## config.mk

```make
export PLATFORM = sky130hd
export DESIGN_NAME = signal_frame_streamer
export DESIGN_NICKNAME = d
export VERILOG_FILES = /design/src/rtl/signal_frame_streamer.sv
export SDC_FILE = /design/constraint.sdc
export NUM_CORES = 1
export LEC_CHECK = 0
export CORE_MARGIN = 2
export CORE_UTILIZATION = 35
export CTS_CLUSTER_DIAMETER = 200
export DETAILED_ROUTE_END_ITERATION = 16
export GPL_TIMING_DRIVEN = 0
export PLACE_DENSITY = 0.58
export SYNTH_ARGS = -nofsm -noshare
export SYNTH_HDL_FRONTEND = slang
export SYNTH_SLANG_ARGS = --single-unit
export TNS_END_PERCENT = 30
```

## constraint.sdc

```tcl
create_clock -name clk -period 2.1 [get_ports clk]
set_input_delay 0.525 -clock clk [delete_from_list [all_inputs] [get_ports clk]]
set_output_delay 0.525 -clock clk [all_outputs]
set_load 0.03 [all_outputs]
```

## src/rtl/signal_frame_streamer.sv

```systemverilog
// Frame-slotted ROM sample streamer: reads a stored record in fixed-length
// frames, one frame per slot period, and emits valid/first/last-tagged samples
// with a running frame index and an end-of-record done flag.
module signal_frame_streamer #(
  parameter int unsigned DATA_W        = 16,
  parameter int unsigned ADDR_W        = 19,
  parameter int unsigned FRAME_LEN     = 2048,
  parameter int unsigned FRAME_PERIOD  = 18001,
  parameter int unsigned TOTAL_SAMPLES = 512000,
  parameter int unsigned ROM_LAT       = 1,
  parameter bit          WRAP_EN       = 1'b0
) (
  input  logic              clk,
  input  logic              reset,
  input  logic              run,
  output logic              rom_en,
  output logic [ADDR_W-1:0] rom_addr,
  input  logic [DATA_W-1:0] rom_data,
  output logic [DATA_W-1:0] sample_out,
  output logic              sample_valid,
  output logic              frame_first,
  output logic              frame_last,
  output logic [15:0]       frame_idx,
  output logic              done
);

  localparam int unsigned CNT_W = $clog2(FRAME_PERIOD);
  localparam logic [CNT_W-1:0]  CNT_LAST_RD = CNT_W'(FRAME_LEN - 1);
  localparam logic [CNT_W-1:0]  CNT_END     = CNT_W'(FRAME_PERIOD - 1);
  localparam logic [ADDR_W-1:0] ADDR_END    = ADDR_W'(TOTAL_SAMPLES);
  localparam logic [ADDR_W-1:0] ADDR_LAST   = ADDR_W'(TOTAL_SAMPLES - 1);

  logic [CNT_W-1:0]   cnt;
  logic [ADDR_W-1:0]  rd_ptr;
  logic               can_issue;

  // Tags launched together with each read (stage 0 of the tag pipeline).
  logic               tag_first;
  logic               tag_last;
  logic               tag_eor;

  logic [ROM_LAT-1:0] vld_pipe;
  logic [ROM_LAT-1:0] first_pipe;
  logic [ROM_LAT-1:0] last_pipe;
  logic [ROM_LAT-1:0] eor_pipe;
  logic               eor_out;

  // A read goes out in the read window of the slot while record data remains.
  always_comb begin
    can_issue = run && !done && (cnt <= CNT_LAST_RD) && (rd_ptr < ADDR_END);
  end

  // Slot counter, read pointer and registered ROM request with its tags.
  always_ff @(posedge clk) begin
    if (!reset) begin
      cnt       <= '0;
      rd_ptr    <= '0;
      rom_en    <= 1'b0;
      rom_addr  <= '0;
      tag_first <= 1'b0;
      tag_last  <= 1'b0;
      tag_eor   <= 1'b0;
    end else begin
      rom_en    <= 1'b0;
      tag_first <= 1'b0;
      tag_last  <= 1'b0;
      tag_eor   <= 1'b0;
      if (run && !done) begin
        if (cnt == CNT_END) begin
          cnt <= '0;
          // Reload only at a slot boundary so frames stay aligned to k*FRAME_LEN.
          if (WRAP_EN && (rd_ptr >= ADDR_END)) begin
            rd_ptr <= '0;
          end
        end else begin
          cnt <= cnt + CNT_W'(1);
        end
      end
      if (can_issue) begin
        rom_en    <= 1'b1;
        rom_addr  <= rd_ptr;
        rd_ptr    <= rd_ptr + ADDR_W'(1);
        tag_first <= (cnt == '0);
        tag_last  <= (cnt == CNT_LAST_RD) || (rd_ptr == ADDR_LAST);
        tag_eor   <= (rd_ptr == ADDR_LAST);
      end
    end
  end

  // Tag shift register tracking reads through the ROM latency; never stalls.
  always_ff @(posedge clk) begin
    if (!reset) begin
      vld_pipe   <= '0;
      first_pipe <= '0;
      last_pipe  <= '0;
      eor_pipe   <= '0;
    end else begin
      vld_pipe[0]   <= rom_en;
      first_pipe[0] <= tag_first;
      last_pipe[0]  <= tag_last;
      eor_pipe[0]   <= tag_eor;
      for (int unsigned i = 1; i < ROM_LAT; i++) begin
        vld_pipe[i]   <= vld_pipe[i-1];
        first_pipe[i] <= first_pipe[i-1];
        last_pipe[i]  <= last_pipe[i-1];
        eor_pipe[i]   <= eor_pipe[i-1];
      end
    end
  end

  // Registered sample output, frame index and sticky end-of-record flag.
  always_ff @(posedge clk) begin
    if (!reset) begin
      sample_valid <= 1'b0;
      sample_out   <= '0;
      frame_first  <= 1'b0;
      frame_last   <= 1'b0;
      eor_out      <= 1'b0;
      frame_idx    <= '0;
      done         <= 1'b0;
    end else begin
      sample_valid <= vld_pipe[ROM_LAT-1];
      sample_out   <= vld_pipe[ROM_LAT-1] ? rom_data : '0;
      frame_first  <= vld_pipe[ROM_LAT-1] & first_pipe[ROM_LAT-1];
      frame_last   <= vld_pipe[ROM_LAT-1] & last_pipe[ROM_LAT-1];
      eor_out      <= vld_pipe[ROM_LAT-1] & eor_pipe[ROM_LAT-1];
      if (sample_valid && frame_last) begin
        frame_idx <= frame_idx + 16'd1;
      end
      if (!WRAP_EN && sample_valid && frame_last && eor_out) begin
        done <= 1'b1;
      end
    end
  end

endmodule

```

==> impl_metrics.csv <==
group,metric,value,unit
detailed_routing,ant_nets,0,
grt,track_usage,0.1552,
cts,clock_transition_at_path_regs,100,ps
worst_setup_path,cp_cell_sequence,"clkdlybuf4s50_1",
timing,finalWorstPathRequiredPeriod,2039,ps
detailed_routing,wl,8761,um
floorplan,core_area,10750,um^2
synth,postSynth.asyncResetShare,0,
detailed_routing,top_layer,"met4",
outcome,outcome,"complete, no violations",
layout,post_layout_nonfiller_instances,670,
detailed_routing,via_per_inst,4.915,
floorplan,design.die.area,11760,um^2
detailed_routing,initialDrtViolationCount,158,
floorplan,boundaryPins,75,
min_path,timing.hold.worst.class,"reg2reg",
worst_setup_path,worst_path_arrival,1510,ps
synth,synth-simple-area-share,0.2658,
cts,clock_tree.buffer_depth,2,
synth,mean_area_per_synthesized_cell,8.898,um^2
power,power_density,649.9,nW/um^2
detailed_routing,detail_route.wirelength.met1,4090,um
timing,final-max-slew-violation-count,0,
layout,commonest_non_fill_non_tap_cell_in_the_layout,"sky130_fd_sc_hd__dfxtp_1",
grt,grt_overflow_total,0,
floorplan,die_x,108.4,um
grt,grt_pass1_vias,3153,
place,pre_cts_ws,-789.5,ps
synth,yosys.area.top_type_share,0.5139,
timing,worstMarginPinSlew,770.5,ps
detailed_routing,dr_wl_met3,291,um
cts,h-tree-depth,3,
floorplan,num_rows,38,
timing,final_min_period_over_clock_period,0.9708,
synth,synth_compound_area_frac,0.09964,
synth,synth_adder_area_share,0.01311,
place,placement.io_buffers,73,
detailed_routing,wl_per_cell,13.08,um
synth,post_synth_instance_area,3817,um^2
timing,fin_hold_ws,434.6,ps
grt,grt_max_degree,19,
timing,timing.clock.skew,17.12,ps
worst_setup_path,critical-path-top-delay-family,"buffers and inverters",
timing,final.setup.worst_slack,61.36,ps
timing,setup_viol,0,
layout,antenna-diode-count,0,
layout,syn2layout_area_growth,35.46,%
detailed_routing,met2_length,4259,um
synth,ys_seq_area_frac,0.5139,
worst_setup_path,crit_path_start_kind,"register",
detailed_routing,vias,3293,
worst_setup_path,worstPathMaxFanout,5,
cts,post_cts_hold_buffer_count,0,
worst_setup_path,critical_path_class,"reg2out",
synth,synth_top_flop_cell,"sky130_fd_sc_hd__dfxtp_1",
cts,tritoncts,"yes",
grt,antenna_found_initial,0,
synth,synth_largest_area_cell,"sky130_fd_sc_hd__dfxtp_1",
timing,tightest_slew_margin_relative_to_the_limit,0.4824,
layout,drive_above_1_share,0.1189,
worst_setup_path,endpoint_kind,"output port",
worst_setup_path,worst_path_max_delay_cell,"sky130_fd_sc_hd__clkdlybuf4s50_1",
synth,synthesis.yosys.warnings,0,
cts,ctsRootBufferMaster,"sky130_fd_sc_hd__clkbuf_8",
detailed_routing,route.detailed.drc,0,
worst_setup_path,worstPathRequired,1570,ps
timing,fmax,490.5,MHz
power,vdd_ir_drop_max,0.0003444,V
detailed_routing,pre_repair_dr_iteration_count,4,
synth,postSynthNetCount,452,
flow_run,drv.max_cap_violation_count,0,
synth,mapped_cells,429,
synth,synth_seq_cells,98,
synth,post_synth_mux_area_share,0.007866,
layout,nNetsFinal,548,
floorplan,dieHeight,108.4,um
power,leakage_power_summed_over_all_cells,1.907,nW
synth,count_of_cell_types_in_the_netlist,43,
synth,synth_area_leaders,"sky130_fd_sc_hd__dfxtp_1 (51%), sky130_fd_sc_hd__nand2_1 (6.5%), sky130_fd_sc_hd__a21oi_1 (5.1%)",
worst_setup_path,critical-path-max-stage-delay,710,ps
cts,clock_sink_count,98,
worst_setup_path,path_buf_inv,1,
cts,cts-buffers-inserted,9,
cts,clock_latency,370,ps
floorplan,floorplan.initialDensity,0.3553,
synth,number_of_flops_mapped_to_enable_cells_by_yosys,0,
place,gp_congestion,0.8120,
place,dpl.cell_count,642,
place,dp_hpwl,6112,um
layout,mostFrequentLayoutCells,"sky130_fd_sc_hd__dfxtp_1 (92), sky130_fd_sc_hd__clkdlybuf4s50_1 (72), sky130_fd_sc_hd__nand2_1 (65)",
grt,global_route_wire_length_before_repair,14600,um
synth,yosys.area_share.xor_xnor,0.06424,
synth,synth_top_family_by_area,"simple AND/OR/NAND/NOR gates",
timing,number_of_hold_violations_in_the_final_report,0,
[final timing paths]
check                                  start      endpoint  slack, ps  cells after the start
worst min-delay path                tag_last     last_pipe        430                      1
worst max register to register        cnt[2]        cnt[3]         70                      6
worst max-delay path            frame_idx[0]  frame_idx[0]         60                      1
worst min register to register      tag_last     last_pipe        430                      1
[kinds of logic (layout without fill, tap and decap cells)]
family	count (synthesis)	after routing
muxes	3	3
xor gates and xnor gates	28	28
DFF	98	98
buffers and inverters	30	131
AOI/OAI and AO/OA	62	62
and+or+nand+nor	204	204
adders and majority gates	4	4
[through the flow]
stage	utilization	TNS, ps	power, mW	cell area [um^2]
2_1_floorplan	-	0	2.036	3817
3_3_place_gp	0.4396	-28800	2.116	4723
3_5_place_dp	0.4396	-28930	2.119	4723
4_1_cts	0.4677	0	3.398	5026
5_1_grt	0.4813	-57.34	3.504	5171
6_report	0.4813	0	3.361	5171
[synth_stat cells (3+ instances only)]
master,n
sky130_fd_sc_hd__dfxtp_1,98
sky130_fd_sc_hd__nand2_1,66
sky130_fd_sc_hd__nor2_1,42
sky130_fd_sc_hd__a21oi_1,39
sky130_fd_sc_hd__and3_1,23
sky130_fd_sc_hd__nand3_1,20
sky130_fd_sc_hd__xor2_1,16
sky130_fd_sc_hd__clkbuf_1,12
sky130_fd_sc_hd__xnor2_1,12
sky130_fd_sc_hd__inv_1,10
sky130_fd_sc_hd__nand4_1,10
sky130_fd_sc_hd__o21ai_0,7
sky130_fd_sc_hd__and2_1,6
sky130_fd_sc_hd__nor3_1,6
sky130_fd_sc_hd__or3_1,6
sky130_fd_sc_hd__or4_1,6
sky130_fd_sc_hd__nand2b_1,5
sky130_fd_sc_hd__o31ai_1,5
sky130_fd_sc_hd__buf_2,4
sky130_fd_sc_hd__ha_1,4
sky130_fd_sc_hd__mux2i_1,3
[power breakdown]
| part | internal (mW) | switching (mW) |
|---|---|---|
| Combinational | 0.0901 | 0.111 |
| Sequential | 1.88 | 0.0138 |
| Clock | 0.573 | 0.697 |
| Total | 2.54 | 0.822 |
[flip-flops by register name, summed over array words and instances, names as in the netlist, 15 cells and up]
| register | count |
|---|---|
| frame_idx | 16 |
| cnt | 15 |
| sample_out | 16 |
| rd_ptr | 19 |
| rom_addr | 19 |
[area by class of cell]
type / instances / area, um^2
Fill cell: 1052 / 5574
Sequential cell: 98 / 1972
Multi-Input combinational cell: 301 / 1833
Timing Repair Buffer: 85 / 827.0
Tap cell: 140 / 175.2
Clock buffer: 9 / 123.9
Buffer: 20 / 121.4
Clock inverter: 7 / 81.33
Inverter: 10 / 37.54
[per-layer routing]
metal,GRT usage,vias up
met5,0,-
met4,0.06136,0
met2,0.2607,51
met3,0.03255,12
li1,-,1670
met1,0.1940,1560
[timing repair]
item                       CTS  global route
buffers inserted             6             5
setup endpoints to repair   47            46
gates resized for setup     11            29
gates cloned                 1             0
pin swaps                    5             7
No activity file was read; power rests on OpenSTA's default activity.
